File: src/rtl/pokey_aud_pkg.sv
// Shared types and widths for the POKEY audio DAC output path.
// Holds the soft-mute state enum and sample/gain widths.
package pokey_aud_pkg;

  localparam int AUD_W  = 4;
  localparam int MIX_W  = 6;
  localparam int GAIN_W = 4;

  typedef enum logic [1:0] {
    UNMUTED,
    RAMP_DOWN,
    MUTED,
    RAMP_UP
  } mute_state_e;

endpackage

File: src/rtl/pokey_aud_dac_out_if.sv
// Channel-level bundle between the POKEY audio cores and the DAC output.
// master: drives enn, AUD1..4, chMask, muteReq; slave: drives mix/ds/status.
interface pokey_aud_dac_out_if;
  import pokey_aud_pkg::*;

  logic             enn;
  logic [AUD_W-1:0] AUD1;
  logic [AUD_W-1:0] AUD2;
  logic [AUD_W-1:0] AUD3;
  logic [AUD_W-1:0] AUD4;
  logic [3:0]       chMask;
  logic             muteReq;
  logic [MIX_W-1:0] mixOut;
  logic             dsOut;
  logic             muted;
  logic             rampBusy;

  modport master (
    output enn, AUD1, AUD2, AUD3, AUD4,
    output chMask, muteReq,
    input  mixOut, dsOut, muted, rampBusy
  );

  modport slave (
    input  enn, AUD1, AUD2, AUD3, AUD4,
    input  chMask, muteReq,
    output mixOut, dsOut, muted, rampBusy
  );

endinterface

File: src/rtl/aud_ds_mod.sv
// First-order 1-bit delta-sigma modulator, 6-bit unsigned input.
// Ports: clk (negedge), nRst (async low), din sample, dout bit stream.
module aud_ds_mod
  import pokey_aud_pkg::*;
(
  input  logic             clk,
  input  logic             nRst,
  input  logic [MIX_W-1:0] din,
  output logic             dout
);

  logic [MIX_W-1:0] acc_q, acc_d;
  logic             dout_q, dout_d;
  logic [MIX_W:0]   acc7;

  // Carry out of the 6-bit accumulator is the output bit,
  // giving a ones density of din/64.
  always_comb begin
    acc7   = {1'b0, acc_q} + {1'b0, din};
    acc_d  = acc7[MIX_W-1:0];
    dout_d = acc7[MIX_W];
  end

  always_ff @(negedge clk or negedge nRst) begin
    if (!nRst) begin
      acc_q  <= '0;
      dout_q <= 1'b0;
    end else begin
      acc_q  <= acc_d;
      dout_q <= dout_d;
    end
  end

  assign dout = dout_q;

endmodule

File: src/rtl/pokey_aud_dac_out.sv
// POKEY 4-channel mixer with soft-mute gain ramp and delta-sigma pin.
// Ports: clk (negedge), nRst (async low), bus (slave side of the bundle).
module pokey_aud_dac_out
  import pokey_aud_pkg::*;
#(
  parameter int RAMP_DIV = 64,
  parameter int GAIN_MAX = 8
) (
  input  logic                clk,
  input  logic                nRst,
  pokey_aud_dac_out_if.slave  bus
);

  localparam int CNT_W = 16;
  localparam logic [GAIN_W-1:0] G_MAX =
    GAIN_W'(GAIN_MAX);
  localparam logic [CNT_W-1:0] C_LAST =
    CNT_W'(RAMP_DIV - 1);

  mute_state_e       state_q, state_d;
  logic [GAIN_W-1:0] gain_q, gain_d;
  logic [CNT_W-1:0]  cnt_q, cnt_d;
  logic [MIX_W-1:0]  sum_q, sum_d;
  logic [MIX_W-1:0]  mix_q, mix_d;
  logic              muted_q, muted_d;
  logic              busy_q, busy_d;

  logic [MIX_W-1:0]  a1, a2, a3, a4;
  logic [9:0]        prod;
  logic              step;

  assign a1 = bus.chMask[0] ? MIX_W'(bus.AUD1) : '0;
  assign a2 = bus.chMask[1] ? MIX_W'(bus.AUD2) : '0;
  assign a3 = bus.chMask[2] ? MIX_W'(bus.AUD3) : '0;
  assign a4 = bus.chMask[3] ? MIX_W'(bus.AUD4) : '0;

  assign prod = 10'(sum_q) * 10'(gain_q);
  assign step = (cnt_q == C_LAST);

  always_comb begin
    sum_d = sum_q;
    mix_d = mix_q;
    if (bus.enn) begin
      sum_d = a1 + a2 + a3 + a4;
      mix_d = MIX_W'(prod >> 3);
    end
  end

  // Gain steps land before a muteReq-driven direction change
  // evaluated on the same tick.
  always_comb begin
    state_d = state_q;
    gain_d  = gain_q;
    cnt_d   = cnt_q;
    if (bus.enn) begin
      unique case (state_q)
        UNMUTED: begin
          gain_d = G_MAX;
          if (bus.muteReq) begin
            state_d = RAMP_DOWN;
            cnt_d   = '0;
          end
        end
        RAMP_DOWN: begin
          if (step) begin
            cnt_d  = '0;
            gain_d = (gain_q != '0) ?
                     gain_q - 1'b1 : '0;
          end else begin
            cnt_d = cnt_q + 1'b1;
          end
          if (!bus.muteReq) begin
            state_d = RAMP_UP;
            cnt_d   = '0;
          end else if (gain_d == '0) begin
            state_d = MUTED;
          end
        end
        MUTED: begin
          gain_d = '0;
          if (!bus.muteReq) begin
            state_d = RAMP_UP;
            cnt_d   = '0;
          end
        end
        RAMP_UP: begin
          if (step) begin
            cnt_d  = '0;
            gain_d = (gain_q < G_MAX) ?
                     gain_q + 1'b1 : G_MAX;
          end else begin
            cnt_d = cnt_q + 1'b1;
          end
          if (bus.muteReq) begin
            state_d = RAMP_DOWN;
            cnt_d   = '0;
          end else if (gain_d == G_MAX) begin
            state_d = UNMUTED;
          end
        end
        default: begin
          state_d = UNMUTED;
          gain_d  = G_MAX;
          cnt_d   = '0;
        end
      endcase
    end
    muted_d = (state_d == MUTED);
    busy_d  = (state_d == RAMP_DOWN) ||
              (state_d == RAMP_UP);
  end

  always_ff @(negedge clk or negedge nRst) begin
    if (!nRst) begin
      state_q <= UNMUTED;
      gain_q  <= G_MAX;
      cnt_q   <= '0;
      sum_q   <= '0;
      mix_q   <= '0;
      muted_q <= 1'b0;
      busy_q  <= 1'b0;
    end else begin
      state_q <= state_d;
      gain_q  <= gain_d;
      cnt_q   <= cnt_d;
      sum_q   <= sum_d;
      mix_q   <= mix_d;
      muted_q <= muted_d;
      busy_q  <= busy_d;
    end
  end

  aud_ds_mod u_ds (
    .clk  (clk),
    .nRst (nRst),
    .din  (mix_q),
    .dout (bus.dsOut)
  );

  assign bus.mixOut   = mix_q;
  assign bus.muted    = muted_q;
  assign bus.rampBusy = busy_q;

endmodule
File: src/flat_wrapper.sv
// flat-port wrapper written by rule: the top's interface ports become plain ports
module pokey_aud_dac_out_flat import pokey_aud_pkg::*;
#(
  parameter int RAMP_DIV = 64,
  parameter int GAIN_MAX = 8
)
  (clk, nRst, bus_enn, bus_AUD1, bus_AUD2, bus_AUD3, bus_AUD4, bus_chMask, bus_muteReq, bus_mixOut, bus_dsOut, bus_muted, bus_rampBusy);
  pokey_aud_dac_out_if bus_i ();
  input  logic clk;
  input  logic nRst;
  input wire logic [$bits(bus_i.enn)-1:0] bus_enn;
  input wire logic [$bits(bus_i.AUD1)-1:0] bus_AUD1;
  input wire logic [$bits(bus_i.AUD2)-1:0] bus_AUD2;
  input wire logic [$bits(bus_i.AUD3)-1:0] bus_AUD3;
  input wire logic [$bits(bus_i.AUD4)-1:0] bus_AUD4;
  input wire logic [$bits(bus_i.chMask)-1:0] bus_chMask;
  input wire logic [$bits(bus_i.muteReq)-1:0] bus_muteReq;
  output wire logic [$bits(bus_i.mixOut)-1:0] bus_mixOut;
  output wire logic [$bits(bus_i.dsOut)-1:0] bus_dsOut;
  output wire logic [$bits(bus_i.muted)-1:0] bus_muted;
  output wire logic [$bits(bus_i.rampBusy)-1:0] bus_rampBusy;
  assign bus_i.enn = bus_enn;
  assign bus_i.AUD1 = bus_AUD1;
  assign bus_i.AUD2 = bus_AUD2;
  assign bus_i.AUD3 = bus_AUD3;
  assign bus_i.AUD4 = bus_AUD4;
  assign bus_i.chMask = bus_chMask;
  assign bus_i.muteReq = bus_muteReq;
  assign bus_mixOut = bus_i.mixOut;
  assign bus_dsOut = bus_i.dsOut;
  assign bus_muted = bus_i.muted;
  assign bus_rampBusy = bus_i.rampBusy;
  pokey_aud_dac_out #(.RAMP_DIV(RAMP_DIV), .GAIN_MAX(GAIN_MAX)) u_core (.clk(clk), .nRst(nRst), .bus(bus_i));
endmodule
File: config.mk
export PLATFORM = sky130hd
export DESIGN_NAME = pokey_aud_dac_out_flat
export DESIGN_NICKNAME = d
export VERILOG_FILES = /design/src/rtl/pokey_aud_pkg.sv /design/src/rtl/pokey_aud_dac_out_if.sv /design/src/rtl/aud_ds_mod.sv /design/src/rtl/pokey_aud_dac_out.sv /design/src/flat_wrapper.sv
export SDC_FILE = /design/constraint.sdc
export NUM_CORES = 1
export LEC_CHECK = 0
export ABC_AREA = 1
export BUFFER_PORTS_ARGS = -buffer_cell sky130_fd_sc_hd__buf_2
export CORE_MARGIN = 4
export CORE_UTILIZATION = 40
export DETAILED_ROUTE_END_ITERATION = 8
export RECOVER_POWER = 100
export SETUP_SLACK_MARGIN = 0.4
export SLEW_MARGIN = 10
export SYNTH_ARGS = -nofsm -noshare
export SYNTH_HDL_FRONTEND = slang
export SYNTH_SLANG_ARGS = --single-unit
File: constraint.sdc
create_clock -name clk -period 6.3 [get_ports clk]
set_clock_uncertainty 0.1 [all_clocks]
set_input_delay 1.26 -clock clk [delete_from_list [all_inputs] [get_ports clk]]
set_output_delay 1.26 -clock clk [all_outputs]
set_load 0.1 [all_outputs]
* Yosys cells after proc, flatten, opt, wreduce, memory -nomap -nowiden
Cells that the tools add are included.
** Storage, ports and cells
- Flip-flop bits (word level) :: 43
- Input bits :: 24
** Operators by class
- Eq/ne operators :: 10
- Multiply operators :: 1
- Reductions and logical operators :: 5
- Add/subtract/negate cells :: 7
- Mux-type cells :: 27
- Magnitude comparators :: 1
** Operators by type and width (number)
- 16-bit 2-to-1 mux :: 5
- 16-bit one-hot mux with 4 select lines :: 1
- 4-bit 2-to-1 mux :: 12
- 6-bit adder :: 3
- 16-bit by 1-bit adder with 16-bit output (second input constant) :: 1
- 16-bit by 6-bit == test with 1-bit output (second input constant) :: 1
- 4-bit one-hot mux with 4 select lines :: 1
- 2-bit 2-to-1 mux :: 7
- 6-bit by 4-bit multiplier with 9-bit output :: 1
- 2-bit == test (second input constant) :: 4
- 2-bit one-hot mux with 4 select lines :: 1
- 6-bit by 6-bit adder with 7-bit output :: 1
- 4-bit by 1-bit adder with 4-bit output (second input constant) :: 1
- 2-bit by 1-bit == test with 1-bit output (second input constant) :: 2
- 4-bit == test (second input constant) :: 1
- 4-bit logical NOT :: 1
- 4-bit less-than comparator (second input constant) :: 1
- 2-bit inequality test (second input constant) :: 2
- 4-bit nonzero test :: 1
- 4-bit by 1-bit subtractor with 4-bit output (second input constant) :: 1
- 3-bit AND reduction :: 1
- 2-bit logical NOT :: 1
- 1-bit logical OR :: 1

* Longest topological paths before layout
Gate-level depths: netlist (run 1).
- Depth after elaboration :: 12
- Depth in mapped cells :: 15
- Depth with buffers taken out :: 15

* Modules after synthesis
A second synthesis (run 1) with hierarchy kept.
** Second synthesis, totals
- Cell total of the unflattened synthesis :: 464
- Area, all modules :: 3459.6 um^2
** Modules (own cells, without submodules)
- pokey_aud_dac_out :: times used 1, area each 3049.2 um^2, cells each 421, seq. area each 877.1 um^2
- aud_ds_mod :: times used 1, area each 410.4 um^2, cells each 43, seq. area each 175.2 um^2

==> flow_summary.yaml, run 1 <==
power:
  vdd_drop_max_mv: 0.156
  p_per_area_nw_per_um2: 329
  power_uw: 1270
  p_leak_uw: 0.00204
yosys:
  syn-num-nets: 504
  synth.avg_cell_area_um2: 7.81
  postSynth.asyncResetShare_pct: 100
  synthDistinctLibCells: 40
  synth_edf_count: 0
  synth_top_area_share_pct: 30.0
  synth-warning-count: 0
  synth_seq_cells: 42
  syn_area_um2: 3420
  synth.largest_area_cell: "dfrtn_1"
  ys.flop_type: "dfrtn_1"
  yosysMostFrequentCell: "nand2_1"
  synthTopCellsByCount: "nand2_1, inv_1, dfrtn_1"
  synthTopCellsByArea: "dfrtn_1, nand2_1, fa_1"
  netlist_instances: 438
  synth-seq-area-share_pct: 30.7
cts:
  cts_hold_buf: 0
  clkTransAtPathRegs_ps: 60
  cts_tree: "done"
  root_buffer: "clkbuf_8"
  clkSinkCount: 42
  cts_max_level: 2
  cts_buffers: 5
  clkLatencyLatePin_ps: 340
  max-clock-path-buffers: 2
sta:
  setup_ws_ps: -39.7
  hold_viol: 0
  slew_headroom_pct: 22.8
  rsz0062_at_grt: "true"
  tightestPinTransition_ps: 1160
  slew_viol_final: 0
  setup-violations-final: 2
die:
  die-area_um2: 10100
  die_h_um: 100
  num_rows: 33
  ios: 33
  core_area_um2: 8260
  fp.dieW_um: 100
  initial_utilization_pct: 41.4
finish:
  n_fill_cell: 863
  final_layout_size_suffix_gt1_share_pct: 19.0
  multi_input_area_um2: 2090
  antenna_cells: 0
  regArea_um2: 1050
  nNetsFinal: 539
  area_growth_pct: 12.8
  final_util_pct: 46.8
place:
  place_ws_ps: -448
  portBuffers: 32
  gp_congestion: 0.826
  hpwlAfterDp_um: 5190
critical_path:
  cp_max_fo: 4
  crit_chain: "buf_8 -> nand2_4 -> inv_2 -> fa_1 -> inv_1 -> fa_1 -> inv_2 -> fa_2 -> nand2_1 -> inv_2 -> o21ai_1 -> a21oi_1"
  crit_top_cell: "inv_2"
  crit_slowest_cell: "fa_1"
  setup.worst_path.class: "input pin to flip-flop"
  rr_startpoint: "u_core.gain_q[2]"
  reg2reg_depth: 12
  cp-end-kind: "flip-flop"
  arrival_ps: 3230
  crit_required_ps: 3190
  worstSetupStartpointType: "input pin"
  reg2reg_slack_ps: 2950
  slowest_delay_ps: 520
  rr_endpoint: "u_core.bus.mixOut[5]"
drt:
  drtIter0Drc: 108
  wl_per_cell_um: 11.7
  dr_total_vias: 2792
  final_antenna_net_count: 0
  routed_via_density: 4.82
  remaining_drc_errors: 0
  firstDrtPassIters: 4
  drt-total-wl_um: 6760
global_route:
  antenna_found_initial: 0
  grt_use_total_pct: 14.2
  gr-total-overflow: 0
  grt_pass1_vias: 2800
  grt_pass1_wl_um: 12000
  grt_max_degree: 43
hold_path:
  min_to: "u_core.cnt_q[15]"
  whs_path_depth: 1
  hp-start: "u_core.cnt_q[15]"
  hp-class: "flip-flop to flip-flop"
run:
  cap_violations: 0
status:
  violations: "negative setup slack"
  status: "complete, but fails checks"
through the flow:
step                      setup TNS (ps)  area (um^2)  cells  hold slack [ps]
after floorplan                     -512         3460    438              280
after global placement             -1540         3740    570              307
after detailed placement           -1660         3740    570              311
after CTS                          -68.4         3880    579              313
after global routing                -415         3860    579              328
final                              -50.8         3860    579              308
where the power goes:
group	internal, uW	total [uW]	switching, uW
registers	350	420	70.1
clock network	89.1	187	98.0
logic	204	663	459
metal layers:
layer	vias to the layer above	share of wire [%]	GRT usage [%]
met1	1302	48	18.7
met5	-	0	0
met4	0	1.3	4.46
li1	1434	-	-
met3	7	3.7	2.21
met2	49	46	24.0
worst max path at each step:
stage	end	start	slack, ps	cells past startpoint
after detailed placement	u_core.sum_q[4]	bus_chMask[3]	-450	10
after CTS	u_core.sum_q[5]	bus_chMask[3]	-40	11
after global placement	u_core.sum_q[5]	bus_chMask[3]	-430	11
final	u_core.sum_q[5]	bus_chMask[1]	-40	12
after global routing	u_core.sum_q[5]	bus_chMask[1]	-150	12
after floorplan	u_core.sum_q[5]	bus_chMask[3]	-180	10
state kept, by name, summed over array words and instances, names as in the netlist, named ones only:
signal and flops:
u_core.bus.mixOut 6, u_core.bus.muted 1, u_core.cnt_q 16, u_core.gain_q 4, u_core.state_q 1, u_core.sum_q 6
u_core.u_ds.acc_q 6, u_core.u_ds.dout 1
placed cells by master (no fill, tap or decap), types with 8 or more instances in the layout:
| cell | count |
|---|---|
| a21oi_1 | 18 |
| buf_2 | 16 |
| clkbuf_2 | 10 |
| dfrtn_1 | 41 |
| fa_1 | 16 |
| ha_1 | 23 |
| inv_1 | 63 |
| inv_2 | 8 |
| nand2_1 | 114 |
| nand2_2 | 8 |
| nand3_1 | 18 |
| nor2_1 | 34 |
| nor2_2 | 9 |
| o21ai_0 | 15 |
cell families after synthesis:
| logic type | after synthesis | share of synthesized area [%] |
|---|---|---|
| fa+ha+maj | 42 | 19.1 |
| xor+xnor | 12 | 3.07 |
| flops | 42 | 30.7 |
| simple gates | 209 | 29.1 |
| mux | 1 | 0.329 |
| compound gates | 52 | 8.67 |
| buf+inv | 80 | 8.96 |
worst max-delay path, delay by kind of cell:
family | cells | cell delay (ps)
buffers and inverters | 5 | 280
AND/OR/NAND/NOR | 2 | 120
adder cells (fa/ha/maj) | 3 | 1390
AO/OA/AOI/OAI | 2 | 170
repair_timing:
action                                  4_1_cts  5_1_grt
endpoints found under the setup margin        5        5
pin swaps                                     5        8
buffers inserted                              1        0
resized for setup                            12       10
layout make-up:
class	instances	share of cell area, %
well taps	105	3.40
flip-flops and latches	42	27.3
clock buffers	7	2.24
inverters	71	6.97
repair buffers	36	5.80
multi-input cells	316	54.1
clock inverters	2	0.227
Power figures use the tool's default switching activity.
==> inputs of run 2 (changes only) <==
--- a/config.mk
+++ b/config.mk
@@ -15,4 +15,5 @@
 export SLEW_MARGIN = 10
 export SYNTH_ARGS = -nofsm -noshare
 export SYNTH_HDL_FRONTEND = slang
+export SYNTH_HIERARCHICAL = 1
 export SYNTH_SLANG_ARGS = --single-unit
==> run 2 against run 1 <==
  * The flow still finishes with violations (negative setup slack)
  * Power rose by 4.6%
  * Via count rose by 4.4%
  * Sequential share of layout area fell by 0.11 points
  * Die area rose by 1.0%
  * Critical path depth rose by 1
  * Global-route usage barely moved
==> flow_summary.yaml, run 2 <==
status:
  status: "complete, but fails checks"
  violations: "negative setup slack"
die:
  num_rows: 33
  die-area_um2: 10200
  initial_utilization_pct: 41.7
  ios: 33
  die_h_um: 101
  fp.dieW_um: 101
  core_area_um2: 8300
global_route:
  grt_use_total_pct: 14.2
  grt_pass1_wl_um: 12100
  antenna_found_initial: 0
  grt_max_degree: 43
  gr-total-overflow: 0
  grt_pass1_vias: 2811
drt:
  routed_via_density: 4.80
  remaining_drc_errors: 0
  firstDrtPassIters: 6
  final_antenna_net_count: 0
  wl_per_cell_um: 11.3
  drtIter0Drc: 68
  wl_met2_um: 3360
  wl_met1_um: 3210
  dr_total_vias: 2914
  dr.max_layer_used: "met4"
  route.met3.wl_um: 246
  drt-total-wl_um: 6860
yosys:
  synth_seq_cells: 42
  synth_edf_count: 0
  syn_area_um2: 3460
  netlist_instances: 464
  synth_top_area_share_pct: 29.7
  synth-seq-area-share_pct: 30.4
  synth.avg_cell_area_um2: 7.46
  synthAdderAreaFrac_pct: 18.5
  yosysMostFrequentCell: "nand2_1"
  synth.largest_area_cell: "dfrtn_1"
  postSynth.asyncResetShare_pct: 100
  ys.flop_type: "dfrtn_1"
  synthXorXnorAreaFrac_pct: 3.04
  synth-warning-count: 6
  synth_top_family_by_area: "simple AND/OR/NAND/NOR gates"
  synth_simple_gate_area_share_pct: 29.5
  synthMuxAreaShare_pct: 0
  synthTopCellsByArea: "dfrtn_1, nand2_1, fa_1"
  synthTopCellsByCount: "nand2_1, inv_1, dfrtn_1"
  synthDistinctLibCells: 39
  synth-compound-area-share_pct: 7.99
  syn-num-nets: 529
place:
  gp_congestion: 0.833
  hpwlAfterDp_um: 5400
  dpl_cell_area_um2: 3790
  portBuffers: 32
  place_ws_ps: -467
  place_inst: 597
sta:
  hold_viol: 0
  setup_ws_ps: -95.6
  setup-violations-final: 4
  fin_tns_setup_ps: -268
  tightestPinTransition_ps: 1170
  rsz0062_at_grt: "true"
  slew_viol_final: 0
  slew_headroom_pct: 22.6
finish:
  multi_input_area_um2: 2070
  top_register: "u_core/cnt_q"
  final_cells: 607
  n_fill_cell: 842
  final_layout_size_suffix_gt1_share_pct: 16.3
  largest_reg_flops: 16
  final_common_cell: "nand2_1"
  antenna_cells: 0
  area_growth_pct: 12.0
  final_cell_mix: "nand2_1, inv_1, dfrtn_1, nor2_1, nand3_1"
  nNetsFinal: 566
  regArea_um2: 1050
  final_area_um2: 3880
critical_path:
  worstSetupStartpointType: "input pin"
  cp-end-kind: "flip-flop"
  cp_top_family: "adder cells"
  slowest_delay_ps: 520
  cp_max_fo: 4
  rr_startpoint: "u_core/gain_q[2]"
  rr_endpoint: "u_core/bus.mixOut[5]"
  crit_slowest_cell: "fa_1"
  reg2reg_slack_ps: 2810
  reg2reg_depth: 12
  setup.worst_path.class: "input pin to flip-flop"
  arrival_ps: 3290
  crit_chain: "buf_8 -> nand2_4 -> inv_2 -> fa_1 -> inv_1 -> fa_1 -> inv_2 -> ha_4 -> fa_2 -> nand2_2 -> nand2_1 -> nand2_1 -> a21oi_1"
  crit_required_ps: 3200
  cp_num_buf_inv: 4
hold_path:
  hp-class: "flip-flop to flip-flop"
  hp-start: "u_core/u_ds/acc_q[0]"
  whs_path_depth: 1
  min_to: "u_core/u_ds/acc_q[0]"
power:
  p_leak_uw: 0.00211
  vdd_drop_max_mv: 0.113
  p_per_area_nw_per_um2: 343
  power_uw: 1330
cts:
  max-clock-path-buffers: 2
  cts_hold_buf: 0
  cts_tree: "done"
  clkSinkCount: 42
  cts_max_level: 2
  clkLatencyLatePin_ps: 350
  root_buffer: "clkbuf_8"
  clkTransAtPathRegs_ps: 60
  cts_buffers: 5
run:
  cap_violations: 0
==> run 2: cell type report <==
class                           instances  share of cell area, %
Clock buffer                            6                   1.87
Clock inverter                          3                  0.323
Inverter                               83                   8.07
Multi-Input combinational cell        329                   53.3
Sequential cell                        42                   27.1
Tap cell                              105                   3.39
Timing Repair Buffer                   39                   5.87
==> run 2: metal layers <==
| metal | up-vias | GRT usage (%) |
|---|---|---|
| met3 | 5 | 2.21 |
| li1 | 1506 | - |
| met5 | - | 0 |
| met1 | 1356 | 18.2 |
| met4 | 0 | 3.27 |
| met2 | 47 | 25.2 |
==> run 2: logic make-up after synthesis <==
kind of cell	Yosys count
compound gates	49
xor+xnor	12
fa+ha+maj	41
buf+inv	93
flops	42
simple gates	227
==> run 2: what timing repair did <==
action                     CTS  global route
buffers inserted             1             1
pin swaps                    8             6
cloned                       0             0
hold endpoints to repair     0             0
setup endpoints to repair    5             6
resized for setup           13             4
==> run 2: how the worst max path moves through the flow <==
stage                  start              end  slack [ps]  cells after the start
2_1_floorplan    bus_AUD3[1]  u_core/sum_q[5]        -250                     12
3_3_place_gp   bus_chMask[2]  u_core/sum_q[5]        -430                     13
3_5_place_dp   bus_chMask[2]  u_core/sum_q[5]        -470                     13
5_1_grt        bus_chMask[2]  u_core/sum_q[5]        -200                     13
6_report       bus_chMask[2]  u_core/sum_q[5]        -100                     13
4_1_cts        bus_chMask[2]  u_core/sum_q[5]        -100                     13
==> run 2: where the power goes <==
| part | total [uW] | leakage [uW] | switching [uW] | internal [uW] |
|---|---|---|---|---|
| Sequential | 430 | 0.000542 | 78.5 | 351 |
| Clock | 175 | 0.0000479 | 97.4 | 77.3 |
| Combinational | 724 | 0.00152 | 491 | 232 |
| Total | 1330 | 0.00211 | 667 | 661 |
==> run 2: per-stage QoR <==
stage	hold WS, ps	util, %
floorplan	304	-
global placement	314	45.7
detailed placement	320	45.7
CTS	321	47.2
global route	345	46.7
finish	317	46.7
==> inputs of run 3 (changes only) <==
--- a/config.mk
+++ b/config.mk
@@ -7,9 +7,12 @@
 export LEC_CHECK = 0
 export ABC_AREA = 1
 export BUFFER_PORTS_ARGS = -buffer_cell sky130_fd_sc_hd__buf_2
+export CELL_PAD_IN_SITES_DETAIL_PLACEMENT = 1
+export CELL_PAD_IN_SITES_GLOBAL_PLACEMENT = 1
 export CORE_MARGIN = 4
 export CORE_UTILIZATION = 40
 export DETAILED_ROUTE_END_ITERATION = 8
+export PLACE_DENSITY_LB_ADDON = 0.1
 export RECOVER_POWER = 100
 export SETUP_SLACK_MARGIN = 0.4
 export SLEW_MARGIN = 10
==> run 3 against run 2 <==
  * The run still ends with negative setup slack left
  * Critical endpoint unchanged
  * Setup slack lost 38 ps
  * Die area is the same
  * Critical path type unchanged
  * Final cell count down 0.49%
  * Cell area shrank 0.32%
  * Global-route usage increased by 3.0 points
==> flow_summary.yaml, run 3 (same netlist as run 2, synthesis figures left out) <==
global_route:
  antenna_found_initial: 0
  gr-total-overflow: 0
  grt_pass1_vias: 3278
  grt_pass1_wl_um: 14300
  grt_max_degree: 43
  grt_use_total_pct: 17.2
finish:
  top_register: "u_core/cnt_q"
  area_growth_pct: 11.7
  antenna_cells: 0
  final_layout_size_suffix_gt1_share_pct: 16.6
  largest_reg_flops: 16
  final_common_cell: "nand2_1"
  nNetsFinal: 563
  n_fill_cell: 1086
  final_cell_mix: "nand2_1, inv_1, dfrtn_1, nor2_1, nand3_1"
  final_area_um2: 3860
drt:
  routed_via_density: 4.90
  firstDrtPassIters: 4
  drtIter0Drc: 57
  dr_total_vias: 2957
  drt-total-wl_um: 7980
  wl_per_cell_um: 13.2
  final_antenna_net_count: 0
  remaining_drc_errors: 0
power:
  comb_power_share_pct: 54.3
  p_clk_share_pct: 13.9
  p_int_uw: 664
  p_leak_uw: 0.00208
  p_sw_uw: 702
  p_seq_share_pct: 31.8
  sw_frac_of_total_pct: 51.4
  p_per_area_nw_per_um2: 354
  vdd_drop_max_mv: 0.192
die:
  core_area_um2: 8300
  initial_utilization_pct: 41.7
  die_h_um: 101
  die-area_um2: 10200
  num_rows: 33
  fp.dieW_um: 101
  ios: 33
hold_path:
  hp-class: "flip-flop to flip-flop"
  hp-start: "u_core/u_ds/acc_q[0]"
  whs_path_depth: 1
  min_to: "u_core/u_ds/acc_q[0]"
critical_path:
  worstSetupStartpointType: "input pin"
  arrival_ps: 3330
  startpoint: "bus_AUD3[1]"
  cp_max_fo: 2
  setup.worst_path.class: "input pin to flip-flop"
  crit_required_ps: 3200
  reg2reg_slack_ps: 2800
  reg2reg_depth: 12
  rr_startpoint: "u_core/gain_q[2]"
  cp-end-kind: "flip-flop"
  rr_endpoint: "u_core/bus.mixOut[5]"
sta:
  slew_headroom_pct: 26.5
  slew_viol_final: 0
  hold_ws_ps: 318
  setup_ws_ps: -134
  hold_viol: 0
  tightestPinTransition_ps: 1100
  rsz0062_at_grt: "true"
  setup-violations-final: 3
cts:
  cts_tree: "done"
  max-clock-path-buffers: 2
  cts_max_level: 2
  clkTransAtPathRegs_ps: 60
  cts_buffers: 5
  root_buffer: "clkbuf_8"
  clkSinkCount: 42
  clkLatencyLatePin_ps: 360
status:
  status: "complete, but fails checks"
  violations: "negative setup slack"
place:
  portBuffers: 32
  hpwlAfterDp_um: 6430
  dpl_cell_area_um2: 3780
  gp_congestion: 0.825
  place_ws_ps: -481
run:
  cap_violations: 0
==> run 3: cell count changes in the layout (fill, tap and decap cells not counted), sizes merged <==
cell and delta:
buf -4, clkinvlp +2, clkinv -1
==> run 3: worst max-delay path by stage <==
stage,to,slack (ps),cells past startpoint
after floorplan,u_core/sum_q[5],-250,12
after global placement,u_core/sum_q[5],-440,13
after detailed placement,u_core/sum_q[5],-480,13
after CTS,u_core/sum_q[5],-100,13
after global routing,u_core/sum_q[5],-210,13
final,u_core/sum_q[5],-130,13
==> run 3: power by group through the flow <==
stage	clock network (uW)	logic (uW)	registers (uW)
floorplan	1.99	476	560
global placement	1.99	729	435
detailed placement	1.99	759	440
CTS	199	772	436
global route	209	849	450
finish	190	741	435
==> run 3: layout make-up <==
type / instances / area, um^2 / share of cell area [%]
clock inverter: 4 / 27.5 / 0.712
multi-input combinational: 329 / 2060 / 53.3
clock buffer: 5 / 68.8 / 1.78
sequential: 42 / 1050 / 27.2
tap: 105 / 131 / 3.40
inverter: 83 / 313 / 8.10
timing repair buffer: 36 / 213 / 5.51
==> run 3: timing repair <==
action                     4_1_cts  5_1_grt
setup endpoints to repair        6        5
pin swaps                        4        3
hold buffers                     0        0
resized for setup               15        5
setup buffers                    0        0
==> run 3: through the flow <==
step	util [%]	power, uW	cells	TNS [ps]
floorplan	-	1040	464	-750
global placement	45.6	1170	596	-1520
detailed placement	45.6	1200	596	-1700
CTS	47.2	1410	604	-201
global route	46.6	1510	604	-590
finish	46.6	1370	604	-260
==> run 3: routing by layer <==
| metal | wire length (um) | vias to the layer above | GRT usage [%] |
|---|---|---|---|
| met5 | 0 | - | 0 |
| met4 | 78 | 0 | 3.58 |
| met3 | 223 | 7 | 2.98 |
| met2 | 4060 | 36 | 31.8 |
| met1 | 3620 | 1420 | 20.9 |
| li1 | - | 1494 | - |
==> run 3: worst max-delay path, stage by stage <==
cell and delay (ps):
buf_6 100, nand2_4 50, inv_2 30, fa_1 540, inv_2 40, fa_1 490, inv_2 40, ha_4 160
fa_2 380, nand2_2 80, nand2_1 50, nand2_1 70, a21oi_2 50
